[config.mk]
export PLATFORM = sky130hd
export DESIGN_NAME = reg_write_arbiter
export DESIGN_NICKNAME = d
export VERILOG_FILES = /design/src/rtl/reg_write_arbiter.sv
export SDC_FILE = /design/constraint.sdc
export NUM_CORES = 1
export LEC_CHECK = 0
export ABC_AREA = 0
export BUFFER_PORTS_ARGS = -buffer_cell sky130_fd_sc_hd__clkbuf_2
export CORE_ASPECT_RATIO = 0.75
export CORE_MARGIN = 1.5
export CORE_UTILIZATION = 35
export DETAILED_ROUTE_END_ITERATION = 6
export PLACE_DENSITY = 0.67
export SKIP_LAST_GASP = 1
export SYNTH_ARGS = -nofsm -noshare
export SYNTH_HDL_FRONTEND = slang
export SYNTH_SLANG_ARGS = --single-unit
[constraint.sdc]
create_clock -name clk -period 1.95 [get_ports clk]
set_input_delay 0.39 -clock clk [delete_from_list [all_inputs] [get_ports clk]]
set_output_delay 0.39 -clock clk [all_outputs]
set_load 0.05 [all_outputs]
[src/rtl/reg_write_arbiter.sv]
// Four-requester round-robin arbiter for one shared 8-bit storage register (IDLE -> GRANT -> ACK).
// Define REG_ARB_PRIO0_EN to give requester 0 fixed priority over the round-robin group 1..3.
module reg_write_arbiter (
   input  logic        clk,
   input  logic        reset,
   input  logic [3:0]  req,
   input  logic [31:0] wdata,
   output logic [3:0]  grant,
   output logic [3:0]  ack,
   output logic [7:0]  q,
   output logic        busy,
   output logic [7:0]  wr_count
);

   typedef enum logic [1:0] {IDLE, GRANT, ACK} state_t;

   // Declaration initialisers give the reset values at time zero in simulation.
   state_t      state    = IDLE;
   logic [1:0]  ptr      = '0;
   logic [1:0]  winner   = '0;
   logic [3:0]  grant_r  = '0;
   logic [3:0]  ack_r    = '0;
   logic [7:0]  q_r      = '0;
   logic [7:0]  count_r  = '0;

   state_t      state_next;
   logic [1:0]  ptr_next;
   logic [1:0]  winner_next;
   logic [3:0]  grant_next;
   logic [3:0]  ack_next;
   logic [7:0]  q_next;
   logic [7:0]  count_next;

   // First set bit at or above p, wrapping 3 -> 0.
   function automatic logic [1:0] pick(input logic [3:0] r, input logic [1:0] p);
      logic [3:0] cand;
      logic [1:0] idx;
      logic [1:0] result;
      cand   = r;
`ifdef REG_ARB_PRIO0_EN
      cand   = {r[3:1], 1'b0};
`endif
      result = p;
      for (int i = 3; i >= 0; i--) begin
         idx = p + 2'(i);
         if (cand[idx]) result = idx;
      end
`ifdef REG_ARB_PRIO0_EN
      if (r[0]) result = 2'd0;
`endif
      return result;
   endfunction

   always_comb begin
      // NOTE: every output of this block gets a default first, so no path can infer a latch.
      state_next  = state;
      ptr_next    = ptr;
      winner_next = winner;
      grant_next  = '0;
      ack_next    = '0;
      q_next      = q_r;
      count_next  = count_r;
      case (state)
         IDLE: begin
            if (|req) begin
               winner_next = pick(req, ptr);
               grant_next  = 4'b0001 << pick(req, ptr);
               state_next  = GRANT;
            end
         end
         GRANT: begin
            if (req[winner]) begin
               q_next     = wdata[{winner, 3'b000} +: 8];
               ack_next   = 4'b0001 << winner;
               count_next = count_r + 8'd1;
               state_next = ACK;
            end else begin
               state_next = IDLE;
            end
         end
         ACK: begin
            ptr_next   = winner + 2'd1;
            state_next = IDLE;
         end
         default: state_next = IDLE;
      endcase
   end

   always_ff @(posedge clk) begin
      // NOTE: non-blocking assignments so every register samples pre-edge values.
      if (reset) begin
         state   <= IDLE;
         ptr     <= '0;
         winner  <= '0;
         grant_r <= '0;
         ack_r   <= '0;
         q_r     <= '0;
         count_r <= '0;
      end else begin
         state   <= state_next;
         ptr     <= ptr_next;
         winner  <= winner_next;
         grant_r <= grant_next;
         ack_r   <= ack_next;
         q_r     <= q_next;
         count_r <= count_next;
      end
   end

   assign grant    = grant_r;
   assign ack      = ack_r;
   assign q        = q_r;
   assign busy     = (state != IDLE);
   assign wr_count = count_r;

endmodule
# ---- Yosys cells after proc, flatten, opt, wreduce, memory -nomap -nowiden
# Index checks and enable logic that the tools add are counted.
dict set report totals {
  out_inout_bits 25
  mem_count 0
  register_bits 30
  in_bits 38
  word_cells 53
  latch_bits 0
  romBits 0
  mem_bits_rw 0
}
dict set report classes {
  n_bitwise 4
  reduce_logical 7
  shifts 3
  muxes 19
  addsub 5
  multipliers 0
  order_cmp 5
  n_eq_ne 3
  n_div 0
}
# operator count
set op_table {}
lappend op_table {{32-bit by 6-bit indexed part select with 8-bit output} 1}
lappend op_table {{2-bit 2-to-1 mux} 8}
lappend op_table {{2-bit by 3-bit < comparator with 1-bit output (second input constant)} 5}
lappend op_table {{1-bit binary-select mux with 2-bit select} 5}
lappend op_table {{8-bit by 1-bit adder with 8-bit output (second input constant)} 1}
lappend op_table {{1-bit by 2-bit left shift with 4-bit output (first input constant)} 2}
lappend op_table {{3-bit OR reduction} 2}
lappend op_table {{1-bit 2-to-1 mux} 5}
lappend op_table {{2-bit by 1-bit adder with 2-bit output (second input constant)} 2}
lappend op_table {{2-bit adder (second input constant)} 2}
lappend op_table {{1-bit inverter} 4}
lappend op_table {{2-bit case mux with 2 select lines} 1}
lappend op_table {{2-bit AND reduction} 2}
lappend op_table {{4-bit OR reduction} 1}
lappend op_table {{2-bit by 1-bit == test with 1-bit output (second input constant)} 1}
lappend op_table {{2-bit == test (second input constant)} 1}
lappend op_table {{2-bit logical NOT} 1}
lappend op_table {{2-bit inequality test (second input constant)} 1}
lappend op_table {{2-bit nonzero test} 1}

# ---- Longest topological paths before layout
# Gate-level depths: netlist of the first run.
dict set report logic_depth {
  depth_word 10
  ltp_mapped 7
  ltp_nobuf 4
}

# ---- Worst setup path after synthesis of the first run
# No wires, ideal clock.
dict set report synth_path {
  path_type {flip-flop to flip-flop}
  start {register winner[0]}
  end {register count_r[7] (netlist: wr_count[7])}
  arrival_time_ns 1.556
  setup_ns 0.071
  path_slack_ns 0.323
  required_ns 1.879
  path_buffers 0
  stages_incl_launch_ff 5
  period_less_slack_ns 1.627
  cell_sequence {dfxtp_1 -> or3b_4 -> o22a_1 -> or4_1 -> a21oi_1}
}
dict set report synth_between {
  elab_chain_len 3
}
# element line
set synth_rtl {}
lappend synth_rtl {{start: declaration} 20} ;# logic [1:0] winner = '0;
lappend synth_rtl {{start signal: assignment} 102} ;# winner <= winner_next;
lappend synth_rtl {{1-bit binary-select mux with 2-bit select} 72} ;# if (req[winner]) begin
lappend synth_rtl {{1-bit 2-to-1 mux (not written as such)} 72}
lappend synth_rtl {{2-bit AND reduction (no source line)} --}
lappend synth_rtl {{end signal: assignment} 106} ;# count_r <= count_next;
lappend synth_rtl {{end: declaration} 24} ;# logic [7:0] count_r = '0;
# Every way passes these cells. The select of a mux whose other input is x is not followed.
# A chain may end at the register's enable or synchronous reset.

# ---- Worst setup path after layout of the first run
dict set report layout_path {
  start {register state[0]}
  end {register count_r[7] (netlist: wr_count[7])}
}
dict set report layout_between {
  elab_chain_len 2
}
# element line
set layout_rtl {}
lappend layout_rtl {{start: declaration} 18} ;# state_t state = IDLE;
lappend layout_rtl {{start signal: assignment} 100} ;# state <= state_next;
lappend layout_rtl {{2-bit by 1-bit == test with 1-bit output} 63} ;# case (state)
lappend layout_rtl {{2-bit AND reduction (no source line)} --}
# Every way passes these cells.

==> results.ini, run 1 <==
[outcome]
status = complete, no violations

[worst_setup_path]
reg2regPathDepth = 4
worstSetupPathType = reg2reg
worst_ep_arrival_time_ps = 2010
r2r_end = wr_count[7]$_SDFFE_PP0P_
worstSetupStartpoint = state[0]$_SDFFE_PP0P_
rrSetupSlack_ps = 150
end_kind = flip-flop
cp_max_fo = 11
crit_path_start_kind = flip-flop
critical_path_required_ps = 2160
r2r-start = state[0]$_SDFFE_PP0P_

[clock_tree]
ctsHoldBuffers = 0
cts_num_sinks = 30
cts.repair.resized = 0
cts_tree = built
cts_buffers = 5
clkLatencyLatePin_ps = 280
clock_path_buffers = 2
cts_setup_buffers = 0
clkSlewWorstSetupHoldPaths_ps = 60
cts_max_level = 2
root_buffer = clkbuf_8

[placed_design]
globalplace.congestion = 0.7765
portBuffers = 62
place_inst = 262
place_hpwl_um = 2650
dpl_cell_area_mm2 = 0.001793
pre_cts_slack_ps = 128.0

[yosys]
synth_cell_type_count = 36
synth_fp_nets = 189
synthesis.instances = 150
yosys_warnings = 0
synth-edff-count = 0
ys_ff_latch = 30
yosys.area.top_type = dfxtp_1
synthArstFlopShare_pct = 0
synth_area_leaders = dfxtp_1, mux4_2, a21oi_1
syn_area_mm2 = 0.001411
yosys.area.top_type_share_pct = 42.55
synth_flop_cell = dfxtp_1
yosysSeqAreaShare_pct = 42.55
avgSynthCellArea_um2 = 9.409

[timing]
post-route-min-period_ps = 1799
drv_slew = 0
hold_viol = 0
setup_slack_ps = 150.8
finalCritPeriodShare_pct = 92.27
rsz0062_at_grt = no
max_clock_freq_mhz = 555.8
fin_tns_setup_ps = 0
slew_headroom_pct = 68.10
worst_slew_pin_slew_ps = 478.6
setup_viol = 0
skew_ps = 5.219

[global_routing]
grt_use_met2_pct = 22.58
use_met1_pct = 22.02
grt_pass1_wl_um = 5354
grt_util_met3_pct = 4.724
grt_overflow = 0
grt.busiest_layer = met2
grt_antenna_before_repair = 0
grt_usage_pct = 15.85
grt_pass1_vias = 1111
grt_max_degree = 25

[min_path]
min_path_type = reg2reg
hold_start = q[7]$_SDFFE_PP0P_
worstHoldEndpoint = q[7]$_SDFFE_PP0P_
hold_depth = 2

[detailed_routing]
totalWireLength_um = 3432
drc = 0
vias_per_cell = 4.844
dr.pass1.iters = 6
final_antenna_net_count = 0
vias = 1308
drt-initial-drc-count = 47
wl_per_cell_um = 12.71

[die]
initial_core_util_pct = 37.57
die_h_um = 58.00
io_pins = 63
chipWidth_um = 76.33
dieArea_mm2 = 0.004426
core_area_mm2 = 0.003756
rows = 19

[flow_run]
drv_cap = 0

[power_and_ir_drop]
ir_drop_v = 0.0003305
power.leakage_nw = 0.7878
power_per_cell_area_mw_per_mm2 = 829.7

[final_layout]
drive_above_1_share_pct = 41.28
area_growth_pct = 34.93
final_area_mm2 = 0.001904
nNetsFinal = 256
stdcell_count = 270
final_util_pct = 50.70
antenna_cells = 0

==> flip-flops by register name, summed over array words and instances (netlist names) <==
name,count
q,8
ptr,2
wr_count,8
winner,2
grant,4
state,2
ack,4
==> synthesized netlist by cell type (2+ instances only) <==
library cell	count
nor3b_1	3
or2_2	4
a211oi_1	2
nor3_1	3
mux2i_1	2
xnor2_1	2
nand4_1	2
mux4_2	8
nor2_1	7
or4_1	2
a21oi_1	18
o22a_1	2
nor2b_1	2
clkbuf_1	2
nand2_1	21
nand3b_1	2
buf_2	4
dfxtp_1	30
nand3_1	2
o21ai_0	6
or3_1	5
inv_1	4
o21bai_1	2
nand2b_1	2
o31ai_1	2
==> cell usage in the layout (no fill, tap or decap), drive strengths merged, types with 3 or more instances in the layout <==
cell type and instances:
clkbuf 70, dfxtp 30, nand2 21, a21oi 18
mux4 8, nor2 7, o21ai 6, or3 5
buf 5, or2 4, inv 4, nor3b 3
nor3 3
==> stage by stage <==
step / hold WS (ps) / total power, mW
2_1_floorplan: 462.8 / 0.9108
3_3_place_gp: 438.6 / 1.011
6_report: 451.0 / 1.580
3_5_place_dp: 443.6 / 1.014
4_1_cts: 453.0 / 1.590
5_1_grt: 468.4 / 1.655
==> where the power goes <==
part | leakage, nW | internal, mW | switching, mW
clock network | 0.0575 | 0.356 | 0.223
registers | 0.244 | 0.644 | 0.0207
logic | 0.487 | 0.134 | 0.203
==> critical path, cell delays in order (launching register included) <==
cell and delay [ps]:
dfxtp_1 360, or3b_4 400, o22a_2 300, or4_1 520, a21oi_1 150
==> cell families (layout without fill, tap and decap cells) <==
logic type / count (synthesis) / after routing / share of synthesized area, %
and+or+nand+nor: 59 / 59 / 21.72
buffers and inverters: 11 / 79 / 3.280
DFF: 30 / 30 / 42.55
adders and majority gates: 1 / 1 / 0.8864
AOI/OAI and AO/OA: 37 / 37 / 16.13
xor gates and xnor gates: 2 / 2 / 1.241
muxes: 10 / 10 / 14.18
==> how the worst max path moves through the flow <==
stage	endpoint	slack [ps]
3_5_place_dp	wr_count[7]$_SDFFE_PP0P_	130
4_1_cts	wr_count[7]$_SDFFE_PP0P_	110
5_1_grt	wr_count[7]$_SDFFE_PP0P_	30
6_report	wr_count[7]$_SDFFE_PP0P_	150
2_1_floorplan	wr_count[7]$_SDFFE_PP0P_	320
3_3_place_gp	wr_count[4]$_SDFFE_PP0P_	160
==> per-layer routing <==
metal | vias to the layer above | share of wire, % | wire, um
met3 | 9 | 4.0 | 137
li1 | 686 | - | -
met4 | 0 | 1.8 | 62
met2 | 26 | 45 | 1534
met5 | - | 0 | 0
met1 | 587 | 49 | 1697
==> final cells by class <==
class                   instances  area (um2)
flip-flops and latches         30       600.6
well taps                      52       65.06
inverters                       4       15.01
repair buffers                 67       347.8
multi-input cells             109       765.7
fillers                       364        1852
clock buffers                   8       110.1
(Power assumes the default switching activity.)
==> run 2: changes to the inputs <==
--- a/config.mk
+++ b/config.mk
@@ -5,13 +5,13 @@
 export SDC_FILE = /design/constraint.sdc
 export NUM_CORES = 1
 export LEC_CHECK = 0
-export ABC_AREA = 0
+export ABC_AREA = 1
 export BUFFER_PORTS_ARGS = -buffer_cell sky130_fd_sc_hd__clkbuf_2
 export CORE_ASPECT_RATIO = 0.75
 export CORE_MARGIN = 1.5
 export CORE_UTILIZATION = 35
 export DETAILED_ROUTE_END_ITERATION = 6
-export PLACE_DENSITY = 0.67
+export PLACE_DENSITY = 0.66
 export SKIP_LAST_GASP = 1
 export SYNTH_ARGS = -nofsm -noshare
 export SYNTH_HDL_FRONTEND = slang
==> run 2 against run 1 <==
Net effect: critical path type unchanged; highest routed layer unchanged; largest power group unchanged; largest cell class unchanged; core utilization down 1.9 points; sequential power increased by 3.2%; worst hold slack got worse by 79 ps; register-to-register slack gained 210 ps.
==> results.ini, run 2 <==
[outcome]
status = complete, no violations

[final_layout]
drive_above_1_share_pct = 29.87
nNetsFinal = 336
final_cell_mix = nand2_1, clkbuf_2, nand3_1, dfxtp_1, nor2_1
final_util_pct = 48.83
final_common_cell = nand2_1
antenna_cells = 0
filler_cell_count = 433
stdcell_count = 353
area_growth_pct = 30.48
final_area_mm2 = 0.002041

[power_and_ir_drop]
power.leakage_nw = 1.072
ir_drop_v = 0.0003923
total_power_mw = 1.783
power_per_cell_area_mw_per_mm2 = 873.6

[detailed_routing]
vias = 1648
wl_per_cell_um = 10.94
dr.pass1.iters = 4
totalWireLength_um = 3862
drt-initial-drc-count = 118
vias_per_cell = 4.669
final_antenna_net_count = 0
drc = 0

[yosys]
yosys.area_share.adder_pct = 0.8000
synth.area.mux_share_pct = 0
yosys.area.top_type = dfxtp_1
synth_common_cells = nand2_1, dfxtp_1, nand3_1
yosys_warnings = 0
synth_top_family_by_area = simple AND/OR/NAND/NOR gates
synth-edff-count = 0
ys_ff_latch = 30
synthArstFlopShare_pct = 0
yosys.area.top_type_share_pct = 38.40
yosysMostFrequentCell = nand2_1
yosysSeqAreaShare_pct = 38.40
synthesis.instances = 230
synth_compound_area_share_pct = 11.44
synthSimpleGateAreaFrac_pct = 37.68
avgSynthCellArea_um2 = 6.800
synth_cell_type_count = 25
syn_area_mm2 = 0.001564
synth-xor-area-share_pct = 3.360
synth_flop_cell = dfxtp_1
synth_area_leaders = dfxtp_1, nand2_1, nand3_1
synth_fp_nets = 269

[clock_tree]
cts_max_level = 2
clock_path_buffers = 2
cts_buffers = 5
cts_num_sinks = 30
cts_setup_buffers = 0
root_buffer = clkbuf_8
cts_tree = built
ctsHoldBuffers = 0
clkSlewWorstSetupHoldPaths_ps = 70
cts.repair.resized = 0
clkLatencyLatePin_ps = 280

[timing]
holdWs_ps = 371.6
post-route-min-period_ps = 1590
max_clock_freq_mhz = 628.9
setup_viol = 0
finalCritPeriodShare_pct = 81.54
drv_slew = 0
worst_slew_pin_slew_ps = 319.1
slew_headroom_pct = 78.70
skew_ps = 6.668
hold_viol = 0
fin_tns_setup_ps = 0
rsz0062_at_grt = no
setup_slack_ps = 360.0

[die]
rows = 20
core_area_mm2 = 0.004179
initial_core_util_pct = 37.43
dieArea_mm2 = 0.004883
chipWidth_um = 80.19
io_pins = 63
die_h_um = 60.89

[worst_setup_path]
worstSetupPathType = reg2reg
reg2regPathDepth = 8
end_kind = flip-flop
cp_max_fo = 24
worst_ep_arrival_time_ps = 1800
critical_path_required_ps = 2160
crit_path_start_kind = flip-flop

[global_routing]
grt_max_degree = 25
use_met1_pct = 21.86
grt_usage_pct = 16.57
grt_overflow = 0
grt_pass1_vias = 1439
grt_use_met2_pct = 26.29
grt_antenna_before_repair = 0
grt.busiest_layer = met2
grt_pass1_wl_um = 6154
grt_util_met3_pct = 4.511

[placed_design]
dpl_cell_area_mm2 = 0.001932
pre_cts_slack_ps = 368.3
portBuffers = 62
place_hpwl_um = 3020
globalplace.congestion = 0.8910
place_inst = 345

[min_path]
min_path_type = in2reg
hold_depth = 2

[flow_run]
drv_cap = 0

## run 2: layer usage
layer	up-vias	routed length [um]
met3	4	196
met2	43	1744
met4	0	38
li1	884	-
met5	-	0
met1	717	1883
## run 2: worst paths after layout
path,from,endpoint,slack (ps)
max,winner[0]$_SDFFE_PP0P_,ack[3]$_SDFF_PP0_,360
min reg2reg,q[0]$_SDFFE_PP0P_,q[0]$_SDFFE_PP0P_,480
max reg2reg,winner[0]$_SDFFE_PP0P_,ack[3]$_SDFF_PP0_,360
min,reset,wr_count[4]$_SDFFE_PP0P_,370
## run 2: layout make-up
class | instances | area [um2] | area share [%]
multi-input cells | 172 | 833.3 | 40.83
inverters | 21 | 81.33 | 3.985
repair buffers | 67 | 347.8 | 17.04
clock inverters | 3 | 40.04 | 1.962
clock buffers | 5 | 68.82 | 3.372
well taps | 55 | 68.82 | 3.372
flip-flops and latches | 30 | 600.6 | 29.43
## run 2: cell families (layout without fill, tap and decap cells)
family / Yosys count / after routing
XOR/XNOR: 6 / 6
AO/OA/AOI/OAI: 25 / 25
flip-flops: 30 / 30
AND/OR/NAND/NOR: 140 / 140
adder cells (fa/ha/maj): 1 / 1
buffers and inverters: 28 / 96
## run 2: report_power, final
part	switching (mW)	total (mW)	leakage, nW	internal [mW]
Combinational	0.333	0.485	0.770	0.152
Clock	0.237	0.612	0.0579	0.375
Sequential	0.0291	0.685	0.244	0.656
## run 2: critical path, cell delays in order (launching register included)
cell and delay, ps:
dfxtp_1 380, buf_4 220, nor2_2 150, inv_2 50, o22ai_2 130, o21ai_4 80, inv_4 200, nand2_1 160
nor2_1 140
==> run 3: changes to the inputs <==
==> constraint.sdc (replaced) <==
create_clock -name clk -period 1.6 [get_ports clk]
set_input_delay 0.32 -clock clk [delete_from_list [all_inputs] [get_ports clk]]
set_output_delay 0.32 -clock clk [all_outputs]
set_load 0.05 [all_outputs]
==> run 3 against run 2 <==
Net effect: critical path depth did not move; sequential cell count stayed put; first-iteration DRC count is 20% lower; combinational power is 23% higher; clock-buffer cell count up 2; global-route usage rose by 0.98 points; clock skew shrank 1.9 ps; cell count grew 0.28%; setup slack worse by 180 ps; core utilization down 0.30 points.
==> results.ini, run 3 (synthesized netlist as in run 2, its figures left out) <==
[power_and_ir_drop]
total_power_mw = 1.992
power.leakage_nw = 1.063
power_per_cell_area_mw_per_mm2 = 982.3
switching_share_pct = 35.19
ir_drop_v = 0.0004473
power.share.clock_pct = 28.0
internal_power_mw = 1.291
power.switching_uw = 701.2
p_seq_share_pct = 42.2
comb_power_share_pct = 29.8

[timing]
worst_slew_pin_slew_ps = 289.1
finalCritPeriodShare_pct = 88.99
fin_tns_setup_ps = 0
slew_headroom_pct = 80.81
holdWs_ps = 310.1
rsz0062_at_grt = no
setup_slack_ps = 176.2
skew_ps = 4.765
setup_viol = 0
drv_slew = 0
max_clock_freq_mhz = 702.4
post-route-min-period_ps = 1424
hold_viol = 0

[detailed_routing]
vias_per_cell = 4.619
drc = 0
dr.pass1.iters = 4
totalWireLength_um = 3833
wl_per_cell_um = 10.83
vias = 1635
final_antenna_net_count = 0
drt-initial-drc-count = 94

[worst_setup_path]
worst_ep_arrival_time_ps = 1640
worstSetupPathType = reg2reg
critical_path_required_ps = 1810
end_kind = flip-flop
crit_path_start_kind = flip-flop
cp_max_fo = 24

[clock_tree]
cts_buffers = 5
cts_max_level = 2
clkLatencyLatePin_ps = 280
cts_tree = built
clock_path_buffers = 2
cts_setup_buffers = 0
clkSlewWorstSetupHoldPaths_ps = 60
root_buffer = clkbuf_8
cts_num_sinks = 30

[final_layout]
drive_above_1_share_pct = 30.10
nNetsFinal = 338
antenna_cells = 0
final_common_cell = nand2_1
final_area_mm2 = 0.002028
final_util_pct = 48.53
area_growth_pct = 29.68
stdcell_count = 354
final_cell_mix = nand2_1, clkbuf_2, nand3_1

[die]
initial_core_util_pct = 37.43
io_pins = 63
dieArea_mm2 = 0.004883
core_area_mm2 = 0.004179
rows = 20
die_h_um = 60.89
chipWidth_um = 80.19

[global_routing]
grt_pass1_vias = 1460
grt_pass1_wl_um = 6479
grt_antenna_before_repair = 0
grt_max_degree = 25
grt_overflow = 0
grt_usage_pct = 17.55

[placed_design]
dpl_cell_area_mm2 = 0.001947
pre_cts_slack_ps = 90.13
place_hpwl_um = 3005
place_inst = 347
portBuffers = 62
globalplace.congestion = 0.9299

[flow_run]
drv_cap = 0

[outcome]
status = complete, no violations

[min_path]
min_path_type = in2reg

==> run 3: cell types whose count changed in the layout (fill, tap and decap cells not counted), moves of 2 or more <==
cell      previous run  this run
clkbuf_1             0         2
dfxtp_1             30        28
buf_4                5         7
clkinv_2             2         0
dfxtp_2              0         2
==> run 3: repair_timing <==
item / in CTS / in global routing
hold buffers: 0 / 0
resized for setup: 0 / 3
setup endpoints to repair: 0 / 9
==> run 3: per-layer routing <==
metal | wire length [um] | vias to the layer above | track usage (%)
li1 | - | 886 | -
met1 | 1967 | 709 | 24.80
met2 | 1636 | 35 | 24.85
met3 | 185 | 5 | 5.113
met4 | 44 | 0 | 7.635
met5 | 0 | - | 0
==> run 3: critical path, cell delays in order (launching register included) <==
cell and delay, ps:
dfxtp_1 430, inv_2 90, nor2_4 100, inv_2 60, o22ai_2 140, o21ai_4 100
inv_6 160, nand2_1 150, nor2_1 120
==> run 3: path summary, 6_finish.rpt <==
path                                        startpoint                       end  slack, ps  depth (start not counted)
worst min-delay path                             reset  wr_count[4]$_SDFFE_PP0P_        310                          2
worst max-delay path            winner[1]$_SDFFE_PP0P_         ack[2]$_SDFF_PP0_        180                          8
worst max register to register  winner[1]$_SDFFE_PP0P_         ack[2]$_SDFF_PP0_        180                          8
worst min register to register       q[6]$_SDFFE_PP0P_         q[6]$_SDFFE_PP0P_        480                          2
==> run 3: layout make-up <==
type | count | area [um2]
repair buffers | 69 | 362.8
well taps | 55 | 68.82
flip-flops and latches | 30 | 603.1
inverters | 21 | 83.83
fillers | 424 | 2151
multi-input cells | 172 | 833.3
clock buffers | 7 | 76.32
==> run 3: power by group through the flow <==
stage	registers (mW)	logic (mW)	clock network, mW
floorplan	0.981	0.309	0
detailed placement	0.856	0.595	0
global route	0.849	0.663	0.611
CTS	0.840	0.597	0.576
finish	0.841	0.595	0.557
global placement	0.855	0.590	0
